### src/rtl/sync_fifo_prog.sv
// Single-clock FIFO with programmable full/empty levels and a standard or first-word-fall-through read port.
// Count and all status flags are registered from next-state values, so they always change on the same edge.
module sync_fifo_prog #(
   parameter int DWIDTH            = 64,
   parameter int DEPTH             = 16,
   parameter int FWFT              = 0,
   parameter int PROG_FULL_THRESH  = DEPTH - 2,
   parameter int PROG_EMPTY_THRESH = 2
) (
   input  logic                     clk,
   input  logic                     rst,
   input  logic                     wr_en,
   input  logic [DWIDTH-1:0]        wr_data,
   output logic                     wr_full,
   input  logic                     rd_en,
   output logic [DWIDTH-1:0]        rd_data,
   output logic                     rd_empty,
   output logic                     rd_valid,
   output logic [$clog2(DEPTH):0]   fifo_cnt,
   output logic                     prog_full,
   output logic                     prog_empty,
   output logic                     overflow,
   output logic                     underflow
);

   localparam int AW = $clog2(DEPTH);
   localparam int CW = AW + 1;
   localparam logic [CW-1:0] PF_LVL = CW'(PROG_FULL_THRESH);
   localparam logic [CW-1:0] PE_LVL = CW'(PROG_EMPTY_THRESH);

   logic [DWIDTH-1:0] mem [DEPTH];
   logic [CW-1:0]     wr_ptr;
   logic [CW-1:0]     rd_ptr;
   logic [CW-1:0]     wr_ptr_nxt;
   logic [CW-1:0]     rd_ptr_nxt;
   logic [CW-1:0]     cnt_nxt;
   logic              wr_acc;
   logic              rd_acc;

   // Acceptance looks only at this cycle's flags: a pop never frees room for a same-cycle push.
   assign wr_acc = wr_en & ~wr_full;
   assign rd_acc = rd_en & ~rd_empty;

   always_comb begin
      wr_ptr_nxt = wr_ptr + (wr_acc ? CW'(1) : CW'(0));
      rd_ptr_nxt = rd_ptr + (rd_acc ? CW'(1) : CW'(0));
      cnt_nxt    = fifo_cnt;
      if (wr_acc && !rd_acc) begin
         cnt_nxt = fifo_cnt + CW'(1);
      end else if (!wr_acc && rd_acc) begin
         cnt_nxt = fifo_cnt - CW'(1);
      end
   end

   always_ff @(posedge clk or posedge rst) begin
      if (rst) begin
         wr_ptr     <= '0;
         rd_ptr     <= '0;
         fifo_cnt   <= '0;
         rd_empty   <= 1'b1;
         wr_full    <= 1'b0;
         prog_full  <= 1'b0;
         prog_empty <= 1'b1;
         overflow   <= 1'b0;
         underflow  <= 1'b0;
      end else begin
         wr_ptr     <= wr_ptr_nxt;
         rd_ptr     <= rd_ptr_nxt;
         fifo_cnt   <= cnt_nxt;
         // Pointer MSBs differ only when the writer has lapped the reader.
         rd_empty   <= (wr_ptr_nxt == rd_ptr_nxt);
         wr_full    <= (wr_ptr_nxt == {~rd_ptr_nxt[AW], rd_ptr_nxt[AW-1:0]});
         prog_full  <= (cnt_nxt >= PF_LVL);
         prog_empty <= (cnt_nxt <= PE_LVL);
         overflow   <= wr_en & wr_full;
         underflow  <= rd_en & rd_empty;
      end
   end

   always_ff @(posedge clk) begin
      if (wr_acc) begin
         mem[wr_ptr[AW-1:0]] <= wr_data;
      end
   end

   generate
      if (FWFT != 0) begin : g_fwft
         assign rd_data  = rd_empty ? '0 : mem[rd_ptr[AW-1:0]];
         assign rd_valid = ~rd_empty;
      end else begin : g_std
         always_ff @(posedge clk or posedge rst) begin
            if (rst) begin
               rd_data  <= '0;
               rd_valid <= 1'b0;
            end else begin
               rd_valid <= rd_acc;
               if (rd_acc) begin
                  rd_data <= mem[rd_ptr[AW-1:0]];
               end
            end
         end
      end
   endgenerate

endmodule

### config.mk
export PLATFORM = sky130hd
export DESIGN_NAME = sync_fifo_prog
export DESIGN_NICKNAME = d
export VERILOG_FILES = /design/src/rtl/sync_fifo_prog.sv
export SDC_FILE = /design/constraint.sdc
export NUM_CORES = 1
export LEC_CHECK = 0
export ABC_CLOCK_PERIOD_IN_PS = 12350
export BUFFER_PORTS_ARGS = -buffer_cell sky130_fd_sc_hd__buf_2
export CAP_MARGIN = 20
export CELL_PAD_IN_SITES_DETAIL_PLACEMENT = 1
export CELL_PAD_IN_SITES_GLOBAL_PLACEMENT = 2
export CORE_ASPECT_RATIO = 0.7
export CORE_MARGIN = 8
export CORE_UTILIZATION = 35
export CTS_BUF_LIST = sky130_fd_sc_hd__clkbuf_2
export DETAILED_ROUTE_END_ITERATION = 12
export PLACE_DENSITY_LB_ADDON = 0.1
export SLEW_MARGIN = 5
export SYNTH_ARGS = -nofsm -noshare
export SYNTH_HDL_FRONTEND = slang
export SYNTH_SLANG_ARGS = --single-unit
### constraint.sdc
create_clock -name clk -period 12.35 [get_ports clk]
set_clock_uncertainty 0.1 [all_clocks]
set_input_delay 0.6175 -clock clk [delete_from_list [all_inputs] [get_ports clk]]
set_output_delay 0.6175 -clock clk [all_outputs]
set_load 0.02 [all_outputs]
# Word level (Yosys, flattened, before mapping)
# Memories as Yosys holds them, arrays and structs flattened. A register that Yosys moved wholly into a read port is not among the register bits.
# Cells that the tools add are included.
# word_totals
n_memories,1
regBits,22
ramBits,1024
elab_cells,36
out_inout_bits,76
# classes
n_addsub,4
n_mux,6
n_eq_ne,2
bitwise,7
order_cmp,2
reduce_logical,4
# mem_list
memory,words,word_bits,rd,rd_clocked_by_memory_dff,wr,line_no,text
mem,16,64,1,1,1,31,logic [DWIDTH-1:0] mem [DEPTH];
# op_table
operator,count
$add 5x1->5,2
$eq 5x5->1,2
$mux 5,2
$add 5x1->5 const B,1
$ge 5x4->1 const B,1
$le 5x2->1 const B,1
$sub 5x1->5 const B,1
$and 1x1->1,4
$mux 1,4
$not 1->1,3
$logic_and 1x1->1,2
$logic_not 1->1,2

# Logic depth before layout (Yosys ltp)
# Gate-level depths: netlist of the first run.
# depth
word_depth,7
mapped_depth,9
ltp_nobuf,8

# Worst setup path after synthesis of the first run
# Ideal clock, no wire load.
# synth_timing
path_kind,input to register
startpoint,input port wr_en
endpoint,"memory mem[0][0], enable pin"
slack_ps,6275
path_buffers,0
required_ps,11685
stages,3
arrival_ps,5410
cell_sequence,nand2b_4 or3_1 nor3_1
# synth_via
elab_chain_cells,3
# synth_lines
item,line_no,text
start: declaration,12,"input logic wr_en,"
$and 1x1->1,41,assign wr_acc = wr_en & ~wr_full;
$mux 1,81,if (wr_acc) begin
$mux 1 (implied by the code),82,mem[wr_ptr[AW-1:0]] <= wr_data;
end: declaration,31,
# No other way between the ends.

==> flow_metrics.tcl, run 1 <==
set metrics [dict create \
    run_status "completed" \
    final_cells 4717 \
    final-setup-viol-count 0 \
    dp_cells 4069 \
    tritoncts "built" \
    hold_viol 0 \
    hold_path.class "input pin to flip-flop" \
    die_h_um 308 \
    fp-row-count 107 \
    top_layer_used "met5" \
    cts_resized 0 \
    tns_ps 0 \
    worstSkewPairLatency_ps 1560 \
    syn_avg_cell_area_sq_um 18.0 \
    met1Wirelength_um 59100 \
    portBuffers 143 \
    crit_required_ps 13600 \
    crit_fanout 124 \
    post_cts_buffers 0 \
    synthTopCellsByCount "edfxtp_1 (1024), mux2i_1 (512), a22oi_1 (142)" \
    drive_gt1_frac 0.225 \
    p_leak_nw 18.1 \
    cts_buffers 295 \
    met2_length_um 58300 \
    drc 0 \
    place_congestion 0.696 \
    die_w_um 433 \
    syn_inst 2369 \
    die_area_sq_mm 0.133 \
    end_kind "flip-flop" \
    startpoint_type "flip-flop" \
    ys_async_sr_fraction 0.0775 \
    rsz0062_at_grt "no" \
    final_nets 2942 \
    yosys_register_bits 1110 \
    timing.fmax_mhz 233 \
    slew_headroom 0.249 \
    start_util 0.352 \
    clk_pin_slew_worst_paths_ps 110 \
    synth_fp_nets 2443 \
    critPathKind "flip-flop to flip-flop" \
    yosysMostFrequentCell "edfxtp_1" \
    antenna_found_initial 11 \
    num_io_pins 144 \
    synth_ff_type "edfxtp_1" \
    vdd_drop_max_uv 157 \
    yosysTopAreaCell "edfxtp_1" \
    totalWireLength_um 125000 \
    clk_path_buf_depth 4 \
    slew_violations 0 \
    drv_cap 0 \
    worst_slew_pin_slew_ps 1130 \
    core_area_sq_mm 0.121 \
    syn_to_final_growth_pct 15.0 \
    cts_max_level 5 \
    wl_per_cell_um 26.6 \
    yosysSeqAreaShare 0.772 \
    cts.sinks 1110 \
    synth.distinct_cells 42 \
    cp_data_arrival_time_ps 5540 \
    drtIter0Drc 1537 \
    ant_nets 0 \
    synth_top_area_share 0.721 \
    dp.final_hpwl_um 60900 \
    cts_root_buffer "clkbuf_2" \
    synth_edf_count 1024 \
    grt.overflow.total 0 \
    grt_usage 0.186 \
    vias 23900 \
    fill_cells 12100 \
    yosysWarnings 0 \
    drt_pass1_iterations 4 \
    finalCritPeriodShare 0.347 \
    synthTopCellsByArea "edfxtp_1 (72%), mux2i_1 (12%), dfrtp_1 (4.9%)" \
    period_minus_slack_ps 4290 \
    powerDensity_mw_per_mm2 221 \
    wl_met3_um 5290 \
    synth_area_sq_mm 0.0426 \
    grt_max_degree 125 \
    grt_pass1_wl_um 180000 \
    grt_pass1_vias 25900 \
    via_per_inst 5.06 \
]
## cell type report
cell class,count,area [sq um],share of cell area
diodes,8,20.0,0.000408
clock buffers,452,2260,0.0461
well taps,1635,2050,0.0417
clock inverters,51,221,0.00452
multi-input cells,1118,9020,0.184
inverters,7,30.0,0.000612
repair buffers,336,2520,0.0514
flip-flops and latches,1110,32900,0.671
## report_power, final
part,switching (W),internal [W]
Sequential,0.000253,0.00462
Combinational,0.00229,0.00117
Clock,0.00150,0.000977
## what timing repair did
| item | CTS | global route |
|---|---|---|
| hold buffers | 137 | 0 |
| endpoints found under the hold margin | 1300 | 0 |
| endpoints found under the setup margin | 0 | 0 |
## kinds of logic (layout without fill, tap and decap cells)
group	Yosys count	in the layout	synth area share
muxes	512	512	0.120
adders and majority gates	6	6	0.00176
xor gates and xnor gates	15	15	0.00308
other	0	8	0
AOI/OAI and AO/OA	363	363	0.0602
and+or+nand+nor	222	222	0.0224
DFF	1110	1110	0.772
buffers and inverters	141	846	0.0206
## metrics by stage
stage	util	area, sq um	hold WS [ps]	total power, W	setup WS [ps]
2_1_floorplan	-	42600	377	0.00723	6280
3_3_place_gp	0.372	45200	373	0.00841	8000
3_5_place_dp	0.372	45200	374	0.00847	7990
4_1_cts	0.404	49000	40.6	0.0110	8010
5_1_grt	0.404	49000	154	0.0114	7800
6_report	0.404	49000	364	0.0108	8060
## cells in the final DEF (no fill, tap or decap), types with 2 or more instances in the layout
cell	instances
a21oi_1	64
a22o_1	50
a22oi_1	142
a32oi_1	50
and2_1	2
buf_2	143
buf_4	55
clkbuf_2	452
clkinv_1	43
clkinv_2	4
dfrtp_1	83
dfstp_2	2
diode_2	8
dlygate4sd3_1	137
edfxtp_1	1024
ha_1	6
inv_1	4
inv_2	5
mux2i_1	512
nand2_1	131
nand2b_1	2
nand2b_4	2
nand3_1	49
nor2_1	6
nor2_4	14
nor2b_4	2
nor3_2	4
o21ai_0	2
o21ai_1	50
xnor2_1	4
xor2_1	11
## worst max-delay path, stage by stage, from the launching register on
cell and delay [ps]:
dfrtp_4 830, buf_12 680, buf_4 680, buf_4 810, mux2i_1 280, a22o_1 160, a21oi_1 50, a32oi_1 270
o21ai_1 100
## routing by layer
metal,global-route usage,up-vias
li1,-,10600
met1,0.256,12500
met2,0.295,529
met3,0.0400,225
met4,0.0589,4
met5,0,-
## state kept, by name (all words and copies together) (netlist names)
register / flops
prog_empty: 1
rd_ptr: 5
prog_full: 1
wr_full: 1
overflow: 1
rd_empty: 1
rd_valid: 1
fifo_cnt: 5
rd_data: 64
underflow: 1
mem: 1024
wr_ptr: 5
## path summary, 6_finish.rpt
check,startpoint,to,slack [ps],cells past startpoint
worst min-delay path,wr_en,overflow,360,4
min in group asynchronous,rst,rd_data[38],820,5
worst min register to register,rd_data[28],rd_data[28],390,2
worst max-delay path,rd_ptr[1],rd_data[26],8060,8
max in group asynchronous,rst,rd_ptr[1],9630,6
worst max register to register,rd_ptr[1],rd_data[26],8060,8
Note: power is estimated with default switching activity, not from simulation.
==> inputs of run 2 (changes only) <==
--- a/config.mk
+++ b/config.mk
@@ -5,7 +5,7 @@
 export SDC_FILE = /design/constraint.sdc
 export NUM_CORES = 1
 export LEC_CHECK = 0
-export ABC_CLOCK_PERIOD_IN_PS = 12350
+export ABC_CLOCK_PERIOD_IN_PS = 3810
 export BUFFER_PORTS_ARGS = -buffer_cell sky130_fd_sc_hd__buf_2
 export CAP_MARGIN = 20
 export CELL_PAD_IN_SITES_DETAIL_PLACEMENT = 1
==> constraint.sdc (replaced) <==
create_clock -name clk -period 3.81 [get_ports clk]
set_clock_uncertainty 0.1 [all_clocks]
set_input_delay 0.1905 -clock clk [delete_from_list [all_inputs] [get_ports clk]]
set_output_delay 0.1905 -clock clk [all_outputs]
set_load 0.02 [all_outputs]
==> run 2 against run 1 <==
  * Worst setup slack got worse by 7000 ps
  * Routed wire length decreased by 2.3%
  * Final cell count increased by 1.8%
  * Critical endpoint is now prog_empty
  * Critical path type unchanged
  * Highest routed layer is now met4
  * Largest cell class unchanged
  * Non-clock buffer count increased by 80
  * Via count increased by 0.32%
==> flow_metrics.tcl, run 2 (synthesis gave the netlist of run 1 again) <==
set metrics [dict create \
    tritoncts "built" \
    via_per_inst 4.99 \
    fill_cells 12100 \
    clk_path_buf_depth 4 \
    worstSkewPairLatency_ps 1610 \
    cp_cell_sequence "nand2b_4 > buf_4 > buf_4 > o21ai_0 > o32ai_1 > a2111oi_1" \
    num_io_pins 144 \
    critPathLaunch "rd_empty" \
    drtIter0Drc 1299 \
    postLayoutCellArea_sq_mm 0.0503 \
    finalCritPeriodShare 0.733 \
    vias 24000 \
    dp_slack_ps 961 \
    final-setup-viol-count 0 \
    crit_fanout 47 \
    worst_slew_pin_slew_ps 1080 \
    postPlaceCellArea_sq_mm 0.0457 \
    utilization 0.415 \
    ant_nets 0 \
    antenna_found_initial 3 \
    crit_required_ps 5170 \
    timing.fmax_mhz 358 \
    start_util 0.352 \
    hold_viol 0 \
    cpPeakStageDelay_ps 870 \
    r2r_end "prog_empty" \
    drv_cap 0 \
    final_common_cell "edfxtp_1" \
    rr_worst_depth 6 \
    cp_common_cell "buf_4" \
    clk_pin_slew_worst_paths_ps 100 \
    cts.sinks 1110 \
    place_congestion 0.693 \
    vdd_drop_max_uv 521 \
    run_status "completed" \
    fp-row-count 107 \
    critPathKind "flip-flop to flip-flop" \
    drt_pass1_iterations 4 \
    path_buf_inv 2 \
    final_nets 3024 \
    die_w_um 433 \
    grt_max_degree 96 \
    cts_buffers 297 \
    register_area_sq_mm 0.0329 \
    core_area_sq_mm 0.121 \
    cts_root_buffer "clkbuf_2" \
    cp_top_family "buffers and inverters" \
    slew_headroom 0.281 \
    rsz0062_at_grt "no" \
    final_cell_mix "edfxtp_1 (1024), mux2i_1 (512), clkbuf_2 (475)" \
    period_minus_slack_ps 2790 \
    post_cts_buffers 0 \
    portBuffers 143 \
    die_h_um 308 \
    grt_pass1_vias 26200 \
    hold_path.class "input pin to async pin" \
    startpoint_type "flip-flop" \
    grt.overflow.total 0 \
    wl_per_cell_um 25.5 \
    drive_gt1_frac 0.230 \
    slowest_stage "buf_4" \
    fin_ws_ps 1020 \
    die_area_sq_mm 0.133 \
    end_kind "flip-flop" \
    syn_to_final_growth_pct 18.0 \
    largest_reg_flops 1024 \
    p_leak_nw 18.6 \
    grt_pass1_wl_um 177000 \
    r2r_setup_slack_ps 1020 \
    powerDensity_mw_per_mm2 706 \
    crit_end "prog_empty" \
    grt_usage 0.181 \
    cts_max_level 5 \
    drc 0 \
    worstSetupPathDepth 6 \
    power_w 0.0355 \
    multi_input_area_sq_mm 0.00904 \
    slew_violations 0 \
    totalWireLength_um 122000 \
    cp_data_arrival_time_ps 4150 \
    dp.final_hpwl_um 60200 \
    crit-reg2reg-launch "rd_empty" \
]
## run 2: final cells by class
| type | count | area share |
|---|---|---|
| diodes | 6 | 0.000299 |
| inverters | 7 | 0.000597 |
| well taps | 1635 | 0.0407 |
| clock inverters | 33 | 0.00353 |
| flip-flops and latches | 1110 | 0.654 |
| repair buffers | 416 | 0.0737 |
| multi-input cells | 1118 | 0.180 |
| clock buffers | 475 | 0.0473 |
## run 2: what timing repair did
action	in CTS	in global routing
hold buffers	204	0
endpoints found under the hold margin	2220	0
gates resized for setup	0	0
## run 2: power by group
group	switching, W	internal (W)	leakage [nW]
Clock	0.00490	0.00336	2.07
Sequential	0.000792	0.0150	10.3
Combinational	0.00739	0.00410	6.26
Total	0.0131	0.0224	18.6
## run 2: routing by layer
layer	GRT usage	wire, um	vias up
met5	0	0	-
met4	0.0594	2390	0
met3	0.0361	4560	202
met2	0.296	58900	508
met1	0.242	56700	12500
li1	-	-	10800
## run 2: metrics by stage
step           setup TNS [ps]  instances  hold WS, ps
6_report                    0       4800          399
5_1_grt                     0       4798          227
4_1_cts                     0       4794         73.5
3_5_place_dp                0       4082          241
3_3_place_gp                0       4082          234
2_1_floorplan         -109870       2369          189
## run 2: how the worst min path moves through the flow
stage | endpoint | cells past startpoint | from
2_1_floorplan | mem[0][0] | 0 | wr_data[0]
3_3_place_gp | rd_data[31] | 2 | rst
3_5_place_dp | rd_data[31] | 2 | rst
4_1_cts | rd_data[35] | 6 | rst
5_1_grt | rd_data[35] | 6 | rst
6_report | rd_data[43] | 6 | rst
## run 2: worst register-to-register path, stage by stage (launching register included)
cell,delay (ps)
dfstp_2,540
nand2b_4,130
buf_4,390
buf_4,880
o21ai_0,280
o32ai_1,270
a2111oi_1,160
==> inputs of run 3 (changes only) <==
--- a/config.mk
+++ b/config.mk
@@ -5,7 +5,7 @@
 export SDC_FILE = /design/constraint.sdc
 export NUM_CORES = 1
 export LEC_CHECK = 0
-export ABC_CLOCK_PERIOD_IN_PS = 3810
+export ABC_CLOCK_PERIOD_IN_PS = 2900
 export BUFFER_PORTS_ARGS = -buffer_cell sky130_fd_sc_hd__buf_2
 export CAP_MARGIN = 20
 export CELL_PAD_IN_SITES_DETAIL_PLACEMENT = 1
==> constraint.sdc (replaced) <==
create_clock -name clk -period 2.9 [get_ports clk]
set_clock_uncertainty 0.1 [all_clocks]
set_input_delay 0.145 -clock clk [delete_from_list [all_inputs] [get_ports clk]]
set_output_delay 0.145 -clock clk [all_outputs]
set_load 0.02 [all_outputs]
==> run 3 against run 2 <==
  * Routed wire length down 3.2%
  * Combinational power up 36%
  * Sequential share of layout area down 0.45 points
  * Clock power up 32%
  * Sequential cell count unchanged
  * Non-clock buffer count up 14
  * Clock-buffer cell count down 13
  * Utilization up 0.29 points
  * Worst setup slack worse by 620 ps
  * Die area unchanged
  * Total power up 32%
  * Largest cell class unchanged
==> flow_metrics.tcl, run 3 (synthesis gave the netlist of run 1 again) <==
set metrics [dict create \
    run_status "completed" \
    final_common_cell "edfxtp_1" \
    drt_pass1_iterations 5 \
    die_area_sq_mm 0.133 \
    die_w_um 433 \
    hold_path.class "input pin to flip-flop" \
    cts_root_buffer "clkbuf_2" \
    start_util 0.352 \
    r2r_setup_slack_ps 390 \
    syn_to_final_growth_pct 18.8 \
    worst_slew_pin_slew_ps 1000 \
    num_io_pins 144 \
    cp_data_arrival_time_ps 3790 \
    end_kind "flip-flop" \
    gr-usage-met3 0.0335 \
    largest_reg_flops 1024 \
    postPlaceCellArea_sq_mm 0.0460 \
    crit_required_ps 4190 \
    drtIter0Drc 1273 \
    drive_gt1_frac 0.233 \
    vias 23800 \
    final-setup-viol-count 0 \
    hold_viol 0 \
    final_nets 3038 \
    rr_worst_depth 8 \
    period_minus_slack_ps 2510 \
    grt.overflow.total 0 \
    grt.busiest_layer "met2" \
    wl_per_cell_um 24.6 \
    fp-row-count 107 \
    cts_resized 0 \
    grt_usage 0.176 \
    ant_nets 0 \
    finalCritPeriodShare 0.864 \
    whs_endpoint "fifo_cnt[2]" \
    cts.sinks 1110 \
    worstSkewPairLatency_ps 1530 \
    power_w 0.0470 \
    post_cts_buffers 0 \
    crit-reg2reg-launch "rd_empty" \
    dp_slack_ps 418 \
    min_path_cells 6 \
    grt.met2_usage 0.293 \
    vdd_drop_max_uv 499 \
    tritoncts "built" \
    totalWireLength_um 119000 \
    place_congestion 0.698 \
    p_leak_nw 18.7 \
    slew_violations 0 \
    tns_ps 0 \
    timing.fmax_mhz 399 \
    critPathKind "flip-flop to flip-flop" \
    grt_max_degree 76 \
    rsz0062_at_grt "no" \
    die_h_um 308 \
    holdBufCountCts 203 \
    drv_cap 0 \
    r2r_end "wr_full" \
    use_met1 0.230 \
    clkPwrFrac 0.231 \
    postLayoutCellArea_sq_mm 0.0506 \
    seqPwrFrac 0.438 \
    powerDensity_mw_per_mm2 929 \
    core_area_sq_mm 0.121 \
    fin_ws_ps 395 \
    antenna_found_initial 2 \
    final_cell_mix "edfxtp_1 (1024), mux2i_1 (512), clkbuf_2 (462)" \
    dp.final_hpwl_um 60000 \
    internal-power_w 0.0299 \
    grt_pass1_wl_um 175000 \
    via_per_inst 4.95 \
    crit_fanout 6 \
    cts_max_level 5 \
    slew_headroom 0.331 \
    cts_buffers 297 \
    whs_ps 324 \
    worstHoldStart "wr_en" \
    switching_share 0.364 \
    combPwrFrac 0.331 \
    clk_path_buf_depth 4 \
    clk_pin_slew_worst_paths_ps 100 \
    drc 0 \
    grt_pass1_vias 26700 \
    startpoint_type "flip-flop" \
    switchingPower_w 0.0171 \
    portBuffers 143 \
]
## run 3: cell count changes in the layout (fill, tap and decap cells not counted), sizes merged
cell	delta
buf	+15
bufinv	+1
clkbuf	-13
clkinv	+12
diode	-3
dlygate4sd3	-1
inv	+2
## run 3: final cells by class
| cell class | instances | area [sq um] |
|---|---|---|
| Fill cell | 12200 | 70600 |
| Clock buffer | 462 | 2310 |
| Inverter | 7 | 32.5 |
| Timing Repair Buffer | 430 | 4030 |
| Sequential cell | 1110 | 32900 |
| Antenna cell | 3 | 7.51 |
| Tap cell | 1635 | 2050 |
| Multi-Input combinational cell | 1118 | 9040 |
| Clock inverter | 48 | 267 |
## run 3: worst max path at each step
stage	start	end	slack (ps)	cells after the start
after floorplan	wr_full	mem[1][0]	-290	3
after global placement	rd_empty	wr_full	430	8
after detailed placement	rd_empty	rd_empty	420	8
after CTS	rd_data[5]	rd_data[5]	60	1
after global routing	rd_data[5]	rd_data[5]	200	1
final	rd_empty	wr_full	390	8
## run 3: metal layers
layer	vias up	wire, um
met3	241	4060
met4	0	2980
li1	10800	-
met2	463	57300
met5	-	0
met1	12300	54200
## run 3: worst max-delay path: stages (launching register included)
cell and delay (ps):
dfstp_2 550, nand2b_4 140, clkinv_2 120, ha_1 230, ha_1 220, xor2_1 250
xor2_1 100, or4_1 590, nor2b_1 140
## run 3: through the flow
| stage | util | std cells |
|---|---|---|
| after floorplan | - | 2369 |
| after global placement | 0.379 | 4097 |
| after detailed placement | 0.379 | 4097 |
| after CTS | 0.418 | 4810 |
| after global routing | 0.418 | 4813 |
| final | 0.418 | 4813 |
## run 3: power groups by stage
stage / sequential (W) / clock (W) / combinational [W]
4_1_cts: 0.0207 / 0.0114 / 0.0160
2_1_floorplan: 0.0213 / 0 / 0.00948
3_3_place_gp: 0.0210 / 0 / 0.0156
3_5_place_dp: 0.0210 / 0 / 0.0157
5_1_grt: 0.0208 / 0.0121 / 0.0169
6_report: 0.0206 / 0.0109 / 0.0156
